`src/rtl/ph_arb.sv`:
```
// ============================================================================
// Module   : ph_arb
// Purpose  : Eight-channel sample arbiter. Each channel owns a one-deep
//            holding register. Captured samples are forwarded round-robin
//            onto a single valid/ready output stream. Overflow status, a
//            saturating drop counter, the channel mask and the round-robin
//            pointer are exposed on the fx register bus.
// Ports    : clk_sys        system clock, rising edge
//            rst            synchronous active-high reset
//            ph_ring[127:0] eight 16-bit channel results, ch i at [16i+15:16i]
//            ph_vld[7:0]    per-channel single-cycle valid strobes
//            out_data[15:0] granted sample
//            out_ch[2:0]    channel index of out_data
//            out_vld        output valid
//            out_rdy        downstream ready
//            fx_waddr/fx_wr/fx_data   register write port
//            fx_raddr/fx_rd/fx_q      register read port (fx_q registered)
//            dev_id[5:0]    device select, matched against addr[21:16]
// Revision : 1.0  initial release
// ============================================================================
`default_nettype none

module ph_arb #(
  parameter int DROP_W = 8
) (
  input  logic         clk_sys,
  input  logic         rst,
  input  logic [127:0] ph_ring,
  input  logic [7:0]   ph_vld,
  output logic [15:0]  out_data,
  output logic [2:0]   out_ch,
  output logic         out_vld,
  input  logic         out_rdy,
  input  logic [21:0]  fx_waddr,
  input  logic         fx_wr,
  input  logic [7:0]   fx_data,
  input  logic         fx_rd,
  input  logic [21:0]  fx_raddr,
  output logic [7:0]   fx_q,
  input  logic [5:0]   dev_id
);

  // Register offsets
  localparam logic [7:0] c_OFF_MASK = 8'h00;
  localparam logic [7:0] c_OFF_OVF  = 8'h01;
  localparam logic [7:0] c_OFF_DROP = 8'h02;
  localparam logic [7:0] c_OFF_PTR  = 8'h03;

  localparam int         c_NCH      = 8;

  // --------------------------------------------------------------------------
  // State
  // --------------------------------------------------------------------------
  logic [7:0]        r_pend;
  logic [15:0]       r_hold [c_NCH];
  logic [2:0]        r_ptr;
  logic [15:0]       r_out_data;
  logic [2:0]        r_out_ch;
  logic              r_out_vld;
  logic [7:0]        r_mask;
  logic [7:0]        r_ovf;
  logic [DROP_W-1:0] r_drop_cnt;
  logic [7:0]        r_fx_q;

  // --------------------------------------------------------------------------
  // Combinational
  // --------------------------------------------------------------------------
  logic              w_load;
  logic              w_gnt_vld;
  logic [2:0]        w_gnt_idx;
  logic [7:0]        w_stb;
  logic [7:0]        w_take;
  logic [7:0]        w_drop;
  logic              w_any_drop;
  logic              w_wsel;
  logic              w_rsel;
  logic [7:0]        w_woff;
  logic [7:0]        w_roff;
  logic              w_wr_mask;
  logic              w_wr_ovf;
  logic              w_wr_drop;
  logic [7:0]        w_ovf_clr;
  logic              w_cnt_sat;
  logic [7:0]        w_cnt_rd;
  logic [7:0]        w_rd_val;
  logic              w_unused_addr_bits;

  // Address bits [15:8] play no part in decoding.
  assign w_unused_addr_bits = ^{fx_waddr[15:8], fx_raddr[15:8]};

  // --------------------------------------------------------------------------
  // Register bus decode
  // --------------------------------------------------------------------------
  assign w_wsel    = fx_wr & (fx_waddr[21:16] == dev_id);
  assign w_rsel    = fx_rd & (fx_raddr[21:16] == dev_id);
  assign w_woff    = fx_waddr[7:0];
  assign w_roff    = fx_raddr[7:0];
  assign w_wr_mask = w_wsel & (w_woff == c_OFF_MASK);
  assign w_wr_ovf  = w_wsel & (w_woff == c_OFF_OVF);
  assign w_wr_drop = w_wsel & (w_woff == c_OFF_DROP);
  assign w_ovf_clr = w_wr_ovf ? fx_data : 8'h00;

  // --------------------------------------------------------------------------
  // Output stage loads whenever it is empty or its current word is accepted.
  // --------------------------------------------------------------------------
  assign w_load = ~r_out_vld | out_rdy;

  // Round-robin pick: scan ptr+1 .. ptr+8 (mod 8). The loop runs from the
  // farthest candidate to the nearest, so the nearest pending channel is the
  // last assignment and therefore wins.
  always_comb begin
    logic [2:0] v_cand;
    w_gnt_vld = 1'b0;
    w_gnt_idx = 3'd0;
    v_cand    = 3'd0;
    for (int k = c_NCH; k >= 1; k--) begin
      v_cand = r_ptr + 3'(k);
      if (r_pend[v_cand]) begin
        w_gnt_vld = 1'b1;
        w_gnt_idx = v_cand;
      end
    end
  end

  // Per-channel strobe qualification. A channel taken by the output stage
  // in the same cycle frees its slot, so a coincident strobe is a capture.
  always_comb begin
    w_stb  = 8'h00;
    w_take = 8'h00;
    w_drop = 8'h00;
    for (int i = 0; i < c_NCH; i++) begin
      w_stb[i]  = ph_vld[i] & r_mask[i];
      w_take[i] = w_load & w_gnt_vld & (w_gnt_idx == 3'(i));
      w_drop[i] = w_stb[i] & r_pend[i] & ~w_take[i];
    end
  end

  assign w_any_drop = |w_drop;
  assign w_cnt_sat  = &r_drop_cnt;

  // --------------------------------------------------------------------------
  // Pending bits and holding registers
  // --------------------------------------------------------------------------
  always_ff @(posedge clk_sys) begin
    if (rst) begin
      r_pend <= 8'h00;
      for (int i = 0; i < c_NCH; i++) begin
        r_hold[i] <= 16'h0000;
      end
    end else begin
      for (int i = 0; i < c_NCH; i++) begin
        if (!r_mask[i]) begin
          // A disabled channel forgets anything it was holding.
          r_pend[i] <= 1'b0;
        end else if (w_stb[i]) begin
          if (!w_drop[i]) begin
            r_pend[i] <= 1'b1;
            r_hold[i] <= ph_ring[16*i +: 16];
          end
        end else if (w_take[i]) begin
          r_pend[i] <= 1'b0;
        end
      end
    end
  end

  // --------------------------------------------------------------------------
  // Output register and round-robin pointer
  // --------------------------------------------------------------------------
  always_ff @(posedge clk_sys) begin
    if (rst) begin
      r_out_data <= 16'h0000;
      r_out_ch   <= 3'd0;
      r_out_vld  <= 1'b0;
      r_ptr      <= 3'd7;
    end else if (w_load) begin
      if (w_gnt_vld) begin
        r_out_data <= r_hold[w_gnt_idx];
        r_out_ch   <= w_gnt_idx;
        r_out_vld  <= 1'b1;
        r_ptr      <= w_gnt_idx;
      end else begin
        r_out_vld  <= 1'b0;
      end
    end
  end

  // --------------------------------------------------------------------------
  // Control / status registers
  // --------------------------------------------------------------------------
  always_ff @(posedge clk_sys) begin
    if (rst) begin
      r_mask <= 8'hFF;
      r_ovf  <= 8'h00;
    end else begin
      if (w_wr_mask) begin
        r_mask <= fx_data;
      end
      // Write-one-to-clear; a new overflow in the same cycle stays set.
      r_ovf <= (r_ovf & ~w_ovf_clr) | w_drop;
    end
  end

  // Drop counter counts cycles with at least one drop. A clear landing in
  // the same cycle as a drop leaves the count at one.
  always_ff @(posedge clk_sys) begin
    if (rst) begin
      r_drop_cnt <= '0;
    end else if (w_any_drop) begin
      if (w_wr_drop) begin
        r_drop_cnt <= DROP_W'(1);
      end else if (!w_cnt_sat) begin
        r_drop_cnt <= r_drop_cnt + DROP_W'(1);
      end
    end else if (w_wr_drop) begin
      r_drop_cnt <= '0;
    end
  end

  generate
    if (DROP_W >= 8) begin : g_cnt_full
      assign w_cnt_rd = r_drop_cnt[7:0];
    end else begin : g_cnt_pad
      assign w_cnt_rd = {{(8 - DROP_W){1'b0}}, r_drop_cnt};
    end
  endgenerate

  // --------------------------------------------------------------------------
  // Read path
  // --------------------------------------------------------------------------
  always_comb begin
    w_rd_val = 8'h00;
    case (w_roff)
      c_OFF_MASK: w_rd_val = r_mask;
      c_OFF_OVF:  w_rd_val = r_ovf;
      c_OFF_DROP: w_rd_val = w_cnt_rd;
      c_OFF_PTR:  w_rd_val = {5'b00000, r_ptr};
      default:    w_rd_val = 8'h00;
    endcase
  end

  always_ff @(posedge clk_sys) begin
    if (rst) begin
      r_fx_q <= 8'h00;
    end else begin
      r_fx_q <= w_rsel ? w_rd_val : 8'h00;
    end
  end

  // --------------------------------------------------------------------------
  // Outputs
  // --------------------------------------------------------------------------
  assign out_data = r_out_data;
  assign out_ch   = r_out_ch;
  assign out_vld  = r_out_vld;
  assign fx_q     = r_fx_q;

endmodule

`default_nettype wire

```
`config.mk`:
```
export PLATFORM = sky130hd
export DESIGN_NAME = ph_arb
export DESIGN_NICKNAME = d
export VERILOG_FILES = /design/src/rtl/ph_arb.sv
export SDC_FILE = /design/constraint.sdc
export NUM_CORES = 1
export LEC_CHECK = 0
export BUFFER_PORTS_ARGS = -buffer_cell sky130_fd_sc_hd__buf_2
export CAP_MARGIN = 0
export CORE_UTILIZATION = 50
export DETAILED_ROUTE_END_ITERATION = 16
export GPL_TIMING_DRIVEN = 0
export PLACE_DENSITY = 0.78
export SYNTH_ARGS = -nofsm -noshare
export SYNTH_HDL_FRONTEND = slang
export SYNTH_SLANG_ARGS = --single-unit
```
`constraint.sdc`:
```
create_clock -name clk_sys -period 4.3 [get_ports clk_sys]
set_clock_uncertainty 0.05 [all_clocks]
set_input_delay 0.645 -clock clk_sys [delete_from_list [all_inputs] [get_ports clk_sys]]
set_output_delay 0.645 -clock clk_sys [all_outputs]
set_load 0.01 [all_outputs]
```
==> qor.txt, run 1 <==
outcome: completed
Die Y: 145 um
Avg Inst Size Synth: 11.3 um^2
I/O pin total: 227
Wirelength per Cell: 19.1 um
vias per inst: 5.60
floorplan row count: 51
DRT iter0 DRCs: 621
drt first pass iters: 5
most frequent cells in the layout: buf_2, edfxtp_1, mux2i_1
final setup fails: 0
placed cell areas: 11500 um^2
post-synth top area share: 0.378
H-Tree Depth: 4
die width: 145 um
setup_tns: 0 ns
Least-Margin Pin Slew: 1.07 ns
port bufs: 207
initial core utilization: 0.515
largest net degree at the start of global routing: 18
Post-synth EDFFs: 128
synthesized area: 10200 um^2
number of clock sinks: 191
Max Slew Vio Count: 0
Reg2Reg Setup Slack: 0.09 ns
Clock Path Buffers: 2
number of global-route vias before repair: 7526
Finished Cell Area: 12400 um^2
die footprint: 20900 um^2
CP startpoint kind: flop
CTS root buf: clkbuf_16
Total GRT Usage: 0.263
Mapped Cells: 902
number of fill cells: 1545
number of distinct library cells after synthesis: 65
Synth area leaders: edfxtp_1, dfxtp_1, mux2i_1, and2_1, mux4_2
clock slew at reported path FFs: 0.07 ns
Via Count: 7969
Critical Setup Path Class: flop to flop
HPWL after detailed placement: 20400 um
DRC violations left: 0
GR Overflow Total: 0
initial antenna violation count: 1
fin crit share: 0.978
final hold slack: 0.372 ns
remaining antenna violation count: 0
fraction of layout cells with a size suffix above 1: 0.313
total power draw: 0.0106 W
drt total wl: 27300 um
TritonCTS Buffers: 17
worst hold path class: input pin to flop
Core ar.: 19700 um^2
VDD IR max: 0.508 mV
Max Cap Viol: 0
CTS tree: done
crit path time final: 4.21 ns
yosys warns: 0
most common cell after layout, fill and taps aside: buf_2
pre-CTS setup slack: -1.05 ns
layout overhead on the synthesized area: 22.5%
gpl congestion: 0.929
sequential area share after synthesis: 0.502
Synth async-reset ratio: 0
Max-slew headroom: 0.285
fin worst setup slack: 0.0940 ns
final hold viol count: 0
Leak Pwr: 5.28 nW
highest clock rate: 0.238 GHz
Power Dens Cells: 854 nW/um^2
CP max FO: 10
top cell type by total area after synthesis: edfxtp_1
required time of the worst setup path: 4.62 ns
Main synth FF type: edfxtp_1
Setup crit end kind: flop
worst-skew pair later-pin latency: 0.44 ns
Mapped Nets: 1104
Nets: 1347
Yosys reg bits: 191
first-pass GRT wire length: 40100 um
Worst EP arrival: 4.53 ns
## stage by stage
stage | instances | util
3_3_place_gp | 1374 | 0.585
3_5_place_dp | 1374 | 0.585
2_1_floorplan | 902 | -
5_1_grt | 1424 | 0.631
6_report | 1424 | 0.631
4_1_cts | 1409 | 0.623
## power breakdown
group          internal (W)  leakage, nW  total (W)  switching (W)
Combinational       0.00301         3.13    0.00666        0.00365
Sequential          0.00236         1.89    0.00251       0.000147
Clock              0.000764        0.253    0.00147       0.000705
Total               0.00614         5.28     0.0106        0.00450
## cells in the mapped netlist, types with 5 or more instances
cell type	number
inv_1	12
nor3_1	9
nand2b_1	10
nor2b_1	47
nor4_1	5
o21bai_1	6
a32oi_1	7
edfxtp_1	128
and2_1	99
a21oi_1	37
nand3_1	19
nand2_1	82
buf_2	17
nor3b_1	11
mux2_2	25
nor2_1	44
a211o_1	8
xor2_1	11
clkbuf_1	33
dfxtp_1	63
o21ai_0	5
mux4_2	18
mux2i_1	124
## worst max-delay path, stage by stage, from the launching register on
cell,delay (ns)
dfxtp_2,0.35
buf_6,0.11
clkinvlp_4,0.15
ha_4,0.26
buf_6,0.14
buf_8,0.14
mux2_2,0.26
o21ai_0,0.11
a22o_1,0.27
o211a_1,0.23
a311o_1,0.34
nor3_4,0.15
buf_6,0.15
nand2_2,0.11
o41a_1,0.45
or3_4,0.42
buf_4,0.19
nand3_1,0.10
mux2i_1,0.17
## final timing paths
path                                           startpoint  cells past startpoint                    endpoint
worst min register to register  out_data[14]$_SDFFE_PP0P_                      2   out_data[14]$_SDFFE_PP0P_
worst max-delay path                r_ptr[1]$_SDFFE_PP1P_                     18  r_drop_cnt[2]$_SDFFE_PP0P_
worst max register to register      r_ptr[1]$_SDFFE_PP1P_                     18  r_drop_cnt[2]$_SDFFE_PP0P_
worst min-delay path                           fx_data[5]                      2      r_mask[5]$_SDFFE_PP1P_
## metal layers
layer | GRT usage | routed length, um | up-vias | part of all wire
li1 | - | - | 3755 | -
met1 | 0.348 | 11200 | 3762 | 0.41
met2 | 0.426 | 13100 | 390 | 0.48
met3 | 0.0540 | 2180 | 62 | 0.080
met4 | 0.0992 | 736 | 0 | 0.027
met5 | 0 | 0 | - | 0
## kinds of logic (layout without fill, tap and decap cells)
logic type | count (synthesis) | after routing | share of synthesized area
muxes | 168 | 168 | 0.191
adders and majority gates | 3 | 3 | 0.00369
buffers and inverters | 71 | 327 | 0.0298
AOI/OAI and AO/OA | 109 | 109 | 0.0763
other | 0 | 1 | 0
and+or+nand+nor | 345 | 345 | 0.182
xor gates and xnor gates | 15 | 15 | 0.0155
DFF | 191 | 191 | 0.502
## cell type report
type | count | area [um^2] | area share
sequential | 191 | 5110 | 0.410
inverter | 13 | 61.3 | 0.00492
clock buffer | 22 | 454 | 0.0365
antenna | 1 | 2.50 | 0.000201
timing repair buffer | 225 | 1170 | 0.0944
multi-input combinational | 640 | 4930 | 0.396
buffer | 57 | 308 | 0.0247
clock inverter | 10 | 78.8 | 0.00633
tap | 265 | 332 | 0.0266
## timing repair
item / 4_1_cts / 5_1_grt
pin swaps: 2 / 7
hold buffers: 0 / 0
gates cloned: 0 / 1
setup endpoints to repair: 258 / 193
resized for setup: 51 / 19
setup buffers: 4 / 13
## flip-flops by register name (all words and copies together) (netlist names)
| signal | cells |
|---|---|
| fx_q | 8 |
| out_ch | 3 |
| out_data | 16 |
| out_vld | 1 |
| r_drop_cnt | 8 |
| r_hold | 128 |
| r_mask | 8 |
| r_ovf | 8 |
| r_pend | 8 |
| r_ptr | 3 |
(Power assumes the default switching activity.)
==> inputs of run 2 (changes only) <==
--- a/config.mk
+++ b/config.mk
@@ -8,6 +8,7 @@
 export BUFFER_PORTS_ARGS = -buffer_cell sky130_fd_sc_hd__buf_2
 export CAP_MARGIN = 0
 export CORE_UTILIZATION = 50
+export CTS_BUF_LIST = sky130_fd_sc_hd__clkbuf_8 sky130_fd_sc_hd__clkbuf_16
 export DETAILED_ROUTE_END_ITERATION = 16
 export GPL_TIMING_DRIVEN = 0
 export PLACE_DENSITY = 0.78
==> run 2 against run 1 <==
  * Combinational power barely moved
  * Routed wire length is essentially flat
  * Critical path depth decreased by 1
  * Setup slack better by 0.0024 ns
  * Global-route usage stayed put
  * Die area unchanged
  * Sequential share of layout area unchanged
  * Critical path type unchanged
  * Critical endpoint unchanged
  * Largest power group unchanged
  * Highest routed layer unchanged
==> qor.txt, run 2 (synthesis gave the netlist of run 1 again) <==
final setup fails: 0 (unchanged)
Clock Path Buffers: 2 (unchanged)
CP startpoint: r_ptr[1]$_SDFFE_PP1P_
GR Overflow Total: 0 (unchanged)
DRC violations left: 0 (unchanged)
most frequent cells in the layout: buf_2, edfxtp_1, mux2i_1
H-Tree Depth: 4 (unchanged)
Largest register FFs: 128 (unchanged)
CP startpoint kind: flop
most common cell after layout, fill and taps aside: buf_2
Power Dens Cells: 853 nW/um^2 (-0.12%)
final hold viol count: 0 (unchanged)
fin cells: 1424 (unchanged)
worst hold path depth: 2 (unchanged)
die width: 145 um (unchanged)
worst hold path class: input pin to flop
Critical Path End: r_drop_cnt[2]$_SDFFE_PP0P_
Core ar.: 19700 um^2 (unchanged)
Post-CTS Hold Buffers: 0 (unchanged)
floorplan row count: 51 (unchanged)
CTS root buf: clkbuf_16
DRT iter0 DRCs: 616 (-0.81%)
initial core utilization: 0.515 (unchanged)
TritonCTS Buffers: 17 (unchanged)
required time of the worst setup path: 4.62 ns (about the same)
CP max FO: 10 (unchanged)
port bufs: 207 (unchanged)
Leak Pwr: 5.30 nW (+0.31%)
initial antenna violation count: 1 (unchanged)
Reg-to-Reg Start: r_ptr[1]$_SDFFE_PP1P_
I/O pin total: 227 (unchanged)
fin crit share: 0.978 (about the same)
largest net degree at the start of global routing: 18 (unchanged)
Placed Cells: 1374 (unchanged)
number of clock sinks: 191 (unchanged)
number of fill cells: 1545 (unchanged)
Max Slew Vio Count: 0 (unchanged)
total power draw: 0.0106 W (-0.12%)
Max Cap Viol: 0 (unchanged)
worst-skew pair later-pin latency: 0.44 ns (about the same)
Worst EP arrival: 4.53 ns (about the same)
fraction of layout cells with a size suffix above 1: 0.313 (unchanged)
first-pass GRT wire length: 40100 um (unchanged)
Reg2Reg Setup Slack: 0.1 ns (about the same)
VDD IR max: 0.508 mV (about the same)
Reg2Reg Depth: 17 (-1)
clock slew at reported path FFs: 0.07 ns (about the same)
number of global-route vias before repair: 7526 (unchanged)
CTS tree: done
die footprint: 20900 um^2 (unchanged)
Wirelength per Cell: 19.1 um (about the same)
HPWL after detailed placement: 20400 um (unchanged)
Via Count: 7959 (-0.13%)
drt total wl: 27200 um (about the same)
layout overhead on the synthesized area: 22.5% (unchanged)
remaining antenna violation count: 0 (unchanged)
Least-Margin Pin Slew: 1.04 ns (-0.0338 ns)
Total GRT Usage: 0.263 (unchanged)
crit path time final: 4.20 ns (-0.00236 ns)
outcome: completed
Critical Setup Path Class: flop to flop
Setup crit end kind: flop
drt first pass iters: 5 (unchanged)
vias per inst: 5.59 (-0.13%)
Die Y: 145 um (unchanged)
Nets: 1347 (unchanged)
gpl congestion: 0.929 (unchanged)
Biggest register: r_hold
Max-slew headroom: 0.308 (+0.0225)
FF-to-FF End: r_drop_cnt[2]$_SDFFE_PP0P_
highest clock rate: 0.238 GHz (about the same)
==> run 2: changes by cell type in the layout (fill, tap and decap cells not counted), sizes merged <==
cell    delta
clkbuf     -4
inv        +4
==> run 2: what timing repair did <==
item / 4_1_cts / 5_1_grt
endpoints found under the hold margin: 0 / 0
endpoints found under the setup margin: 258 / 193
gates resized for setup: 51 / 19
pin swaps: 2 / 7
cloned: 0 / 1
buffers inserted: 4 / 13
==> run 2: metrics by stage <==
stage	hold slack, ns	area [um^2]	TNS [ns]	util	setup WS [ns]
after CTS	0.363	12300	0	0.623	0.0296
after detailed placement	0.394	11500	-155.82	0.585	-1.05
after floorplan	0.387	10200	0	-	0.0147
after global routing	0.364	12400	-0.329	0.631	-0.0263
final	0.373	12400	0	0.631	0.0964
after global placement	0.385	11500	-136.48	0.585	-0.910
==> run 2: cell type report <==
type,instances,area (um^2),share of cell area
Timing Repair Buffer,225,1170,0.0944
Buffer,57,308,0.0247
Tap cell,265,332,0.0266
Clock inverter,14,93.8,0.00754
Inverter,13,61.3,0.00492
Clock buffer,18,439,0.0353
Multi-Input combinational cell,640,4930,0.396
Antenna cell,1,2.50,0.000201
Sequential cell,191,5110,0.410
==> run 2: worst min path at each step <==
stage	start	end	slack [ns]
after floorplan	r_ovf[3]$_SDFF_PP0_	r_ovf[3]$_SDFF_PP0_	0.39
after global placement	out_data[1]$_SDFFE_PP0P_	out_data[1]$_SDFFE_PP0P_	0.39
after detailed placement	out_data[14]$_SDFFE_PP0P_	out_data[14]$_SDFFE_PP0P_	0.39
after CTS	fx_data[5]	r_mask[5]$_SDFFE_PP1P_	0.36
after global routing	fx_data[5]	r_mask[5]$_SDFFE_PP1P_	0.36
final	fx_data[5]	r_mask[5]$_SDFFE_PP1P_	0.37
==> run 2: layer usage <==
metal / track usage / up-vias / share of wire
met1: 0.348 / 3753 / 0.41
li1: - / 3755 / -
met3: 0.0540 / 65 / 0.082
met2: 0.426 / 386 / 0.48
met5: 0 / - / 0
met4: 0.0992 / 0 / 0.027
==> run 2: where the power goes <==
part	total [W]	switching [W]	internal, W	leakage (nW)
clock	0.00146	0.000702	0.000754	0.270
sequential	0.00251	0.000147	0.00236	1.89
combinational	0.00665	0.00364	0.00301	3.13
==> run 2: worst max-delay path: stages, from the launching register on <==
cell and delay [ns]:
dfxtp_2 0.35, buf_6 0.11, clkinvlp_4 0.15, ha_4 0.32, buf_6 0.13, mux4_2 0.59
and2_1 0.23, o41a_1 0.32, o211ai_1 0.18, o21ai_4 0.18, buf_4 0.18, mux2i_1 0.11
o31ai_1 0.23, o2111ai_1 0.16, or3_4 0.38, buf_4 0.19, nand3_1 0.10, mux2i_1 0.18
==> inputs of run 3 (changes only) <==
--- a/config.mk
+++ b/config.mk
@@ -7,11 +7,13 @@
 export LEC_CHECK = 0
 export BUFFER_PORTS_ARGS = -buffer_cell sky130_fd_sc_hd__buf_2
 export CAP_MARGIN = 0
-export CORE_UTILIZATION = 50
+export CORE_ASPECT_RATIO = 1.75
+export CORE_MARGIN = 5
+export CORE_UTILIZATION = 29
 export CTS_BUF_LIST = sky130_fd_sc_hd__clkbuf_8 sky130_fd_sc_hd__clkbuf_16
 export DETAILED_ROUTE_END_ITERATION = 16
 export GPL_TIMING_DRIVEN = 0
-export PLACE_DENSITY = 0.78
+export PLACE_DENSITY = 0.5
 export SYNTH_ARGS = -nofsm -noshare
 export SYNTH_HDL_FRONTEND = slang
 export SYNTH_SLANG_ARGS = --single-unit
==> run 3 against run 2 <==
  * Count of clock-buffer cells in the layout up 5
  * Routed wire length up 27%
  * Core utilization down 26 points
  * Sequential power about the same
  * Die area up 87%
  * First-iteration DRC count down 30%
  * Largest cell class unchanged
  * Critical endpoint is now r_hold[2][8]$_SDFFCE_PN0P_
  * Clock power up 9.6%
  * Via count down 2.1%
  * Setup slack better by 0.014 ns
==> qor.txt, run 3 (synthesis gave the netlist of run 1 again) <==
die footprint: 39000 um^2 (+87%)
Wirelength per Cell: 21.4 um (+12%)
worst hold path depth: 2 (unchanged)
most frequent cells in the layout: buf_2, edfxtp_1, mux2i_1
initial core utilization: 0.294 (-0.221)
clock slew at reported path FFs: 0.07 ns (about the same)
gpl congestion: 0.864 (-7.0%)
total power draw: 0.0112 W (+5.3%)
final setup fails: 0 (unchanged)
Hold Path Origin: fx_data[6]
fin crit share: 0.974 (-0.00334)
Reg-to-Reg Start: r_ptr[1]$_SDFFE_PP1P_
Nets: 1345 (-0.15%)
CTS root buf: clkbuf_16
vias per inst: 4.82 (-14%)
HPWL after detailed placement: 26700 um (+31%)
Max Slew Vio Count: 0 (unchanged)
most common cell after layout, fill and taps aside: buf_2
final hold slack: 0.378 ns (+0.00473 ns)
setup_tns: 0 ns (unchanged)
DRT iter0 DRCs: 434 (-30%)
largest net degree at the start of global routing: 17 (-1)
initial antenna violation count: 0 (-1)
Setup crit end kind: flop
number of fill cells: 3491 (+130%)
GR Overflow Total: 0 (unchanged)
crit path time final: 4.19 ns (-0.0144 ns)
placed cell areas: 11800 um^2 (+2.1%)
die width: 152 um (+4.8%)
Reg2Reg Depth: 17 (unchanged)
Max Cap Viol: 0 (unchanged)
CP max FO: 10 (unchanged)
outcome: completed
floorplan row count: 90 (+76%)
Clock Path Buffers: 2 (unchanged)
Reg2Reg Setup Slack: 0.11 ns (about the same)
I/O pin total: 227 (unchanged)
Worst EP arrival: 4.44 ns (-0.09 ns)
worst hold path class: input pin to flop
Power Dens Cells: 869 nW/um^2 (+1.8%)
TritonCTS Buffers: 17 (unchanged)
drt total wl: 34500 um (+27%)
Core ar.: 34600 um^2 (+75%)
H-Tree Depth: 4 (unchanged)
Least-Margin Pin Slew: 1.22 ns (+0.177 ns)
highest clock rate: 0.239 GHz (+0.34%)
VDD IR max: 0.467 mV (-8.1%)
CTS tree: done
remaining antenna violation count: 0 (unchanged)
CP startpoint kind: flop
Hold Path End: r_mask[6]$_SDFFE_PP1P_
DRC violations left: 0 (unchanged)
ant diodes: 0 (-1)
Finished Cell Area: 12900 um^2 (+3.4%)
Via Count: 7793 (-2.1%)
final hold viol count: 0 (unchanged)
Max-slew headroom: 0.188 (-0.120)
Leak Pwr: 5.36 nW (+1.2%)
fraction of layout cells with a size suffix above 1: 0.325 (+0.0127)
Total GRT Usage: 0.176 (-0.0877)
Die Y: 258 um (+78%)
number of clock sinks: 191 (unchanged)
worst-skew pair later-pin latency: 0.45 ns (about the same)
port bufs: 207 (unchanged)
drt first pass iters: 5 (unchanged)
number of global-route vias before repair: 8312 (+10%)
Biggest register: r_hold
required time of the worst setup path: 4.55 ns (-0.07 ns)
Critical Setup Path Class: flop to flop
Largest register FFs: 128 (unchanged)
first-pass GRT wire length: 50100 um (+25%)
layout overhead on the synthesized area: 26.6%
FF-to-FF End: r_hold[2][8]$_SDFFCE_PN0P_
## run 3: routing by layer
metal	track usage	part of all wire	up-vias	wire, um
li1	-	-	3748	-
met1	0.180	0.35	3772	12000
met2	0.342	0.58	219	20000
met3	0.0277	0.040	54	1390
met4	0.0730	0.033	0	1150
met5	0	0	-	0
## run 3: what timing repair did
| action | CTS | global route |
|---|---|---|
| gates resized for setup | 79 | 16 |
| hold buffers | 0 | 0 |
| pin swaps | 6 | 6 |
| setup endpoints to repair | 259 | 147 |
| setup buffers | 9 | 6 |
| gates cloned | 1 | 0 |
## run 3: cell type report
cell class | count | area (um^2) | share of cell area
plain buffers | 57 | 347 | 0.0269
clock buffers | 23 | 531 | 0.0412
clock inverters | 9 | 65.1 | 0.00505
inverters | 13 | 57.6 | 0.00447
multi-input cells | 640 | 5010 | 0.389
flip-flops and latches | 191 | 5110 | 0.397
well taps | 460 | 576 | 0.0447
repair buffers | 223 | 1180 | 0.0918
## run 3: worst max path at each step
| stage | start | end | slack, ns | depth (start not counted) |
|---|---|---|---|---|
| 6_report | r_ptr[1]$_SDFFE_PP1P_ | r_hold[2][8]$_SDFFCE_PN0P_ | 0.11 | 17 |
| 5_1_grt | r_ptr[1]$_SDFFE_PP1P_ | r_drop_cnt[2]$_SDFFE_PP0P_ | -0.02 | 19 |
| 4_1_cts | r_ptr[1]$_SDFFE_PP1P_ | r_drop_cnt[2]$_SDFFE_PP0P_ | 0.03 | 18 |
| 3_5_place_dp | r_ptr[1]$_SDFFE_PP1P_ | r_hold[4][7]$_SDFFCE_PN0P_ | -1.34 | 16 |
| 3_3_place_gp | r_ptr[1]$_SDFFE_PP1P_ | r_hold[4][7]$_SDFFCE_PN0P_ | -1.33 | 16 |
| 2_1_floorplan | r_ptr[1]$_SDFFE_PP1P_ | r_hold[7][0]$_SDFFCE_PP0P_ | 0.01 | 16 |
## run 3: where the power goes
group	total [W]	internal, W	leakage, nW	switching, W
logic	0.00707	0.00316	3.17	0.00391
clock network	0.00160	0.000877	0.298	0.000722
registers	0.00251	0.00236	1.89	0.000146
## run 3: critical path, stage by stage (launching register included)
cell,delay (ns)
dfxtp_2,0.35
buf_8,0.11
clkinvlp_4,0.13
ha_4,0.31
buf_6,0.13
mux4_2,0.58
mux2i_4,0.27
and3_1,0.20
o211a_1,0.13
a311o_1,0.15
nor3_4,0.06
buf_12,0.14
nand2b_1,0.22
o31ai_2,0.34
nand3_2,0.19
nor2_4,0.22
clkbuf_2,0.24
and2_1,0.19
## run 3: metrics by stage
step	worst slack (ns)	cells	utilization
after floorplan	0.0147	902	-
after global placement	-1.33	1569	0.341
after detailed placement	-1.34	1569	0.341
after CTS	0.0294	1610	0.369
after global routing	-0.0178	1616	0.372
final	0.111	1616	0.372
